[config.mk]
export PLATFORM = sky130hd
export DESIGN_NAME = cgen_pipe_adder
export DESIGN_NICKNAME = d
export VERILOG_FILES = /design/src/rtl/cgen_pipe_adder.sv
export SDC_FILE = /design/constraint.sdc
export NUM_CORES = 1
export LEC_CHECK = 0
export CAP_MARGIN = 20
export CORE_AREA = 8 8 171 173
export DETAILED_ROUTE_END_ITERATION = 6
export DIE_AREA = 0 0 179 181
export PLACE_DENSITY = 0.92
export SLEW_MARGIN = 20
export SYNTH_ARGS = -nofsm -noshare
export SYNTH_HDL_FRONTEND = slang
export SYNTH_SLANG_ARGS = --single-unit
export TNS_END_PERCENT = 5
[constraint.sdc]
create_clock -name clk -period 18 [get_ports clk]
set_input_delay 3.6 -clock clk [delete_from_list [all_inputs] [get_ports clk]]
set_output_delay 3.6 -clock clk [all_outputs]
set_load 0.03 [all_outputs]
[src/rtl/cgen_pipe_adder.sv]
// Pipelined segmented carry-generate adder/subtractor.
//
// A WIDTH-bit add or subtract is split into NSEG = WIDTH/SEG segments, one per pipeline
// stage. Each stage resolves one SEG-bit slice with a generate/propagate carry chain and
// registers the segment carry-out for the next stage. This keeps the longest carry path
// at SEG bits regardless of WIDTH. Latency is NSEG cycles. A stall freezes the whole
// pipeline, including empty stages.
//
// Ports:
//   clk, rst_n          clock and asynchronous active-low reset
//   in_valid, in_ready  operand handshake; in_ready = ~out_valid | out_ready
//   a, b, cin, sub      operands; sub=1 computes a-b (cin ignored), sub=0 computes a+b+cin
//   out_valid, out_ready result handshake
//   sum, cout, ovf      result mod 2^WIDTH, MSB carry-out (no-borrow in sub), signed overflow
module cgen_pipe_adder #(
  parameter int unsigned WIDTH = 64,
  parameter int unsigned SEG   = 16
) (
  input  logic             clk,
  input  logic             rst_n,
  input  logic             in_valid,
  output logic             in_ready,
  input  logic [WIDTH-1:0] a,
  input  logic [WIDTH-1:0] b,
  input  logic             cin,
  input  logic             sub,
  output logic             out_valid,
  input  logic             out_ready,
  output logic [WIDTH-1:0] sum,
  output logic             cout,
  output logic             ovf
);

  localparam int unsigned NSEG = WIDTH / SEG;

  logic adv;

  // Per-stage inputs: index s feeds stage s, index NSEG is the output stage register.
  // The word holds the unprocessed A bits at the bottom and finished sum bits at the top.
  logic [WIDTH-1:0] w_in [NSEG+1];
  logic [WIDTH-1:0] b_in [NSEG];
  logic             c_in [NSEG+1];
  logic             v_in [NSEG+1];

  // The whole pipeline moves in lock-step, so one enable serves every stage.
  assign adv      = ~out_valid | out_ready;
  assign in_ready = adv;

  assign w_in[0] = a;
  assign b_in[0] = b ^ {WIDTH{sub}};
  assign c_in[0] = sub | cin;
  assign v_in[0] = in_valid;

  for (genvar s = 0; s < NSEG; s++) begin : g_stage
    logic [SEG-1:0]   g;
    logic [SEG-1:0]   p;
    logic [SEG:0]     c;
    logic [WIDTH-1:0] seg_ext;
    logic [WIDTH-1:0] w_next;
    logic [WIDTH-1:0] w_q;
    logic             c_q;
    logic             v_q;

    assign g = w_in[s][SEG-1:0] & b_in[s][SEG-1:0];
    assign p = w_in[s][SEG-1:0] ^ b_in[s][SEG-1:0];

    always_comb begin
      c    = '0;
      c[0] = c_in[s];
      for (int i = 0; i < SEG; i++) begin
        c[i+1] = g[i] | (p[i] & c[i]);
      end
    end

    // Rotate right by one segment: the consumed A slice drops off the bottom and the new
    // sum slice enters at the top, so after NSEG stages the word is the sum in bit order.
    assign seg_ext = WIDTH'(p ^ c[SEG-1:0]);
    assign w_next  = (w_in[s] >> SEG) | (seg_ext << (WIDTH - SEG));

    always_ff @(posedge clk or negedge rst_n) begin
      if (!rst_n) begin
        w_q <= '0;
        c_q <= 1'b0;
        v_q <= 1'b0;
      end else if (adv) begin
        v_q <= v_in[s];
        // Data only moves with a real beat; bubbles leave the registers untouched.
        if (v_in[s]) begin
          w_q <= w_next;
          c_q <= c[SEG];
        end
      end
    end

    assign w_in[s+1] = w_q;
    assign c_in[s+1] = c_q;
    assign v_in[s+1] = v_q;

    if (s < NSEG - 1) begin : g_fwd
      // Remaining B' segments travel with the beat, shifted so the next slice is at bit 0.
      logic [WIDTH-1:0] b_q;

      always_ff @(posedge clk or negedge rst_n) begin
        if (!rst_n) begin
          b_q <= '0;
        end else if (adv && v_in[s]) begin
          b_q <= b_in[s] >> SEG;
        end
      end

      assign b_in[s+1] = b_q;
    end else begin : g_last
      logic ovf_q;

      // Signed overflow: carry into the MSB differs from carry out of the MSB.
      always_ff @(posedge clk or negedge rst_n) begin
        if (!rst_n) begin
          ovf_q <= 1'b0;
        end else if (adv && v_in[s]) begin
          ovf_q <= c[SEG] ^ c[SEG-1];
        end
      end

      assign ovf = ovf_q;
    end
  end

  assign sum       = w_in[NSEG];
  assign cout      = c_in[NSEG];
  assign out_valid = v_in[NSEG];

endmodule

# ---- Word-level counts from Yosys, hierarchy flattened
# Cells that the tools add are included.
dict set report totals {
  reg_bits 361
  word_cells 173
}
dict set report op_classes {
  n_bitwise 149
  n_reduce_logical 8
}
# op n
set ops {}
lappend ops {{$or A48 B64 Y64} 4}
lappend ops {{$xor A16 B16 Y16} 8}
lappend ops {{$or A1 B1 Y1} 66}
lappend ops {{$and A1 B1 Y1} 64}
lappend ops {{$and A16 B16 Y16} 4}
lappend ops {{$xor A64 B64 Y64} 1}
lappend ops {{$reduce_and A2 Y1} 4}
lappend ops {{$logic_and A1 B1 Y1} 4}
lappend ops {{$not A1 Y1} 1}
lappend ops {{$xor A1 B1 Y1} 1}

# ---- Longest topological paths before layout
dict set report depth {
  depth_word 34
  mapped_depth 22
}

# ---- Least setup slack after synthesis
# Ideal clock, no wire load.
dict set report synth_path {
  path_type {input-to-reg}
  from {input port sub}
  to {register g_stage[0].w_q[63]}
  setup_ns 0.125
  t_arrival_ns 11.130
  required_time_ns 17.875
  slack_ns 6.745
  path_stages 21
  path_cell_list {buf_2 buf_2 xnor2_1 fa_1 fa_1 fa_1 fa_1 fa_1 fa_1 fa_1 fa_1 fa_1 fa_1 fa_1 fa_1 fa_1 fa_1 fa_1 inv_1 fa_1 mux2_2}
}
dict set report synth_between {
  elab_chain_cells 34
  elab_cells_between_ends 36
  classes_between {bitwise: 36}
}
# item line
set synth_lines {}
lappend synth_lines {{from (decl)} 26} ;# input logic sub,
lappend synth_lines {{$xor A64 B64 Y64} 50} ;# assign b_in[0] = b ^ {WIDTH{sub}};
lappend synth_lines {{$xor A16 B16 Y16} 65} ;# assign p = w_in[s][SEG-1:0] ^ b_in[s][SEG-1:0];
lappend synth_lines {{$and A1 B1 Y1} 71} ;# c[i+1] = g[i] | (p[i] & c[i]);
lappend synth_lines {{$or A1 B1 Y1} 71}
lappend synth_lines {{$and A1 B1 Y1} 71}
lappend synth_lines {{$or A1 B1 Y1} 71}
lappend synth_lines {{$and A1 B1 Y1} 71}
lappend synth_lines {{$or A1 B1 Y1} 71}
lappend synth_lines {{(+19 left out)} n/a}
lappend synth_lines {{$or A1 B1 Y1} 71}
lappend synth_lines {{$and A1 B1 Y1} 71}
lappend synth_lines {{$or A1 B1 Y1} 71}
lappend synth_lines {{$and A1 B1 Y1} 71}
lappend synth_lines {{$or A1 B1 Y1} 71}
lappend synth_lines {{$xor A16 B16 Y16 *} 77} ;# assign seg_ext = WIDTH'(p ^ c[SEG-1:0]);
lappend synth_lines {{net g_stage[0].seg_ext[15]} 58} ;# logic [WIDTH-1:0] seg_ext;
lappend synth_lines {{$or A48 B64 Y64 *} 78} ;# assign w_next = (w_in[s] >> SEG) | (seg_ext << (WIDTH - SEG));
lappend synth_lines {{to (signal assigned)} 89} ;# w_q <= w_next;
lappend synth_lines {{to (decl)} 60} ;# logic [WIDTH-1:0] w_q;
# Mark *: on every way through the listed nets, which the timed path passes. The rest lies on a longest branch.
# A chain may end at the register's enable or synchronous reset.

# ---- Worst setup path in the final report
dict set report layout_path {
  from {input port b[0]}
  to {register g_stage[0].w_q[63]}
}
dict set report layout_between {
  elab_chain_cells 34
  elab_cells_between_ends 35
  classes_between {bitwise: 35}
}
# item line
set layout_lines {}
lappend layout_lines {{from (decl)} 24} ;# input logic [WIDTH-1:0] b,
lappend layout_lines {{$xor A64 B64 Y64 *} 50}
lappend layout_lines {{$xor A16 B16 Y16} 65}
lappend layout_lines {{$and A1 B1 Y1} 71}
lappend layout_lines {{$or A1 B1 Y1 *} 71}
lappend layout_lines {{$and A1 B1 Y1 *} 71}
lappend layout_lines {{$or A1 B1 Y1 *} 71}
lappend layout_lines {{$and A1 B1 Y1 *} 71}
lappend layout_lines {{$or A1 B1 Y1 *} 71}
lappend layout_lines {{(+19 left out)} n/a}
lappend layout_lines {{$or A1 B1 Y1 *} 71}
lappend layout_lines {{$and A1 B1 Y1 *} 71}
lappend layout_lines {{$or A1 B1 Y1 *} 71}
lappend layout_lines {{$and A1 B1 Y1 *} 71}
lappend layout_lines {{$or A1 B1 Y1 *} 71}
lappend layout_lines {{$xor A16 B16 Y16 *} 77}
lappend layout_lines {{net g_stage[0].seg_ext[15]} 58}
lappend layout_lines {{$or A48 B64 Y64 *} 78}
# Marked as above.

==> flow_summary.json <==
{
  "drtAntennaViolNets": 0,
  "synth_cells": 1028,
  "io_buffer_count": 201,
  "postCtsSetupBuffers": 0,
  "crit_family": "adder cells",
  "path_clk_slew_ps": 60,
  "ys_seq_area_share_pct": 57.77,
  "critPathMaxFanout": 1,
  "arrival_ps": 11400,
  "crit_path_end_kind": "flip-flop",
  "grt.total_usage_pct": 20.31,
  "clock_path_buffers": 3,
  "met3_usage_pct": 3.190,
  "drt_drc_violations_left": 0,
  "cp-endpoint": "g_stage[0].w_q[63]",
  "area_growth_pct": 21.30,
  "clock_sinks": 361,
  "critPathKind": "input port to flip-flop",
  "crit_path_start_kind": "input port",
  "synth_seq_cells": 361,
  "use_met1_pct": 25.22,
  "cts-hold-fix-buffers": 0,
  "grt_pass1_wl_mm": 52.28,
  "synth_top_area_share_pct": 57.77,
  "critPathBufInv": 2,
  "fin_skew_ps": 10.74,
  "worst_pin_slew_ps": 1049,
  "grt_busiest_layer": "met2",
  "dr.pass1.iters": 6,
  "r2r_end": "ovf",
  "die_h_um": 181,
  "r2r-start": "g_stage[2].g_fwd.b_q[0]",
  "nFillCells": 1679,
  "die_area_um2": 32400,
  "syn-num-nets": 1226,
  "max_slew_margin_pct": 30.08,
  "dp_hpwl_mm": 20.88,
  "power_density_nw_per_um2": 185.6,
  "max_cap_viol_count": 0,
  "overflow": 0,
  "synth_cell_types": 21,
  "synth_edf_count": 0,
  "seqCellArea_um2": 9034,
  "path_cells": "clkdlybuf4s50_1 > xnor2_1 > fa_1 > fa_1 > fa_1 > fa_1 > fa_1 > fa_1 > fa_1 > fa_1 > fa_1 > fa_1 > fa_1 > fa_1 > fa_1 > fa_1 > fa_1 > inv_1 > fa_1 > mux2_2",
  "hold_viol": 0,
  "core-area_um2": 26500,
  "htree_levels": 2,
  "vias": 8596,
  "drt_iter0_markers": 344,
  "multiInputGateArea_um2": 6028,
  "avgSynthCellArea_um2": 15.21,
  "cp_num_cells": 20,
  "die_w_um": 179,
  "final_layout_size_suffix_gt1_share_pct": 27.68,
  "startpoint": "b[0]",
  "place_congestion": 0.7642,
  "dpl_worst_slack_ps": 6379,
  "synth_area_leaders": "dfrtp_1 (58%), mux2_2 (17%), fa_1 (8.2%), mux2_4 (4.3%), xnor2_1 (3.5%)",
  "grt_max_degree": 183,
  "dp_cells": 1520,
  "stdcell_area_um2": 18970,
  "synth_area_um2": 15640,
  "max_stage_delay_ps": 480,
  "max_freq_mhz": 90.83,
  "grt_util_met2_pct": 35.36,
  "place_area_um2": 17800,
  "cts_resized": 0,
  "cts_buffers": 37,
  "crit_slowest_cell": "fa_1",
  "tns_ps": 0,
  "period_share_pct": 61.17,
  "antenna_found_initial": 1,
  "period_minus_slack_ps": 11010,
  "async_flop_share_pct": 100.0,
  "finalSetupViolCount": 0,
  "vias_per_cell": 5.437,
  "worst_slack_ps": 6990,
  "clockRootBuffer": "clkbuf_16",
  "io_pins": 202,
  "p_leak_nw": 8.154,
  "rows": 60,
  "synth_top_cell_by_area": "dfrtp_1",
  "rsz0062_at_grt": "no",
  "cts_tree": "yes",
  "path_common_cell": "fa_1",
  "hold-worst-slack_ps": 498.7,
  "initial_core_util_pct": 59.00,
  "synthFlopType": "dfrtp_1",
  "nets": 1416,
  "slew_viol_final": 0,
  "power_mw": 3.520,
  "r2r_slack_ps": 10920,
  "netlist_top_cells_count": "dfrtp_1 (361), mux2_2 (237), a21oi_1 (92), fa_1 (64)",
  "post-route-util_pct": 71.57,
  "yosysMostFrequentCell": "dfrtp_1",
  "ys.warnings.count": 0,
  "avgRoutedWirePerCell_um": 20.21,
  "worstSkewPairLatency_ps": 510,
  "ir_drop_mv": 0.1347,
  "routed_wl_mm": 31.95,
  "first_global_vias": 9882,
  "finalNonFillerCells": 1581,
  "cp.required_ps": 18390,
  "outcome": "complete, no violations",
  "worst_r2r_path_depth": 21,
  "hold_path_class": "flip-flop to flip-flop"
}
-- flip-flops by register name, summed over array words and instances (netlist names) --
signal,flops
cout,1
g_stage.v_q,3
g_stage.g_fwd.b_q,96
ovf,1
out_valid,1
sum,64
g_stage.c_q,3
g_stage.w_q,192
-- layout make-up --
type | instances | area share, %
antenna | 1 | 0.01319
multi-input combinational | 548 | 31.78
sequential | 361 | 47.63
tap | 341 | 2.249
inverter | 62 | 1.227
timing repair buffer | 208 | 10.94
clock inverter | 4 | 0.5211
clock buffer | 56 | 5.640
-- cell families after synthesis --
kind of cell	share of synthesized area (%)
DFF	57.77
muxes	22.93
buffers and inverters	3.833
AOI/OAI and AO/OA	3.201
xor gates and xnor gates	3.641
adders and majority gates	8.194
and+or+nand+nor	0.4321
-- how the worst min path moves through the flow --
stage | slack [ps] | cells after the start | startpoint | endpoint
5_1_grt | 510 | 1 | g_stage[1].g_fwd.b_q[22] | g_stage[1].g_fwd.b_q[22]
6_report | 500 | 1 | g_stage[1].w_q[59] | g_stage[2].w_q[43]
2_1_floorplan | 440 | 2 | g_stage[2].v_q | out_valid
4_1_cts | 500 | 1 | g_stage[1].w_q[59] | g_stage[2].w_q[43]
3_3_place_gp | 480 | 1 | g_stage[2].w_q[55] | sum[39]
3_5_place_dp | 490 | 1 | g_stage[2].w_q[48] | sum[32]
-- where the power goes --
group | total (mW) | internal (mW) | switching, mW
sequential | 1.42 | 1.19 | 0.229
combinational | 1.35 | 0.720 | 0.632
clock | 0.745 | 0.451 | 0.295
total | 3.52 | 2.36 | 1.16
-- layer usage --
| layer | routed length (µm) | vias up |
|---|---|---|
| met1 | 12790 | 4513 |
| met3 | 1283 | 59 |
| met5 | 0 | - |
| li1 | - | 3831 |
| met2 | 16920 | 193 |
| met4 | 959 | 0 |
-- cells in the final DEF (no fill, tap or decap), drive strengths merged, types with 5 or more instances in the layout --
master / n
buf: 10
fa: 64
a21oi: 92
mux2: 282
inv: 63
clkdlybuf4s50: 198
nand2: 5
mux2i: 24
o21ai: 8
nand3: 5
xnor2: 62
clkbuf: 56
dfrtp: 361
Power figures use the tool's default switching activity.
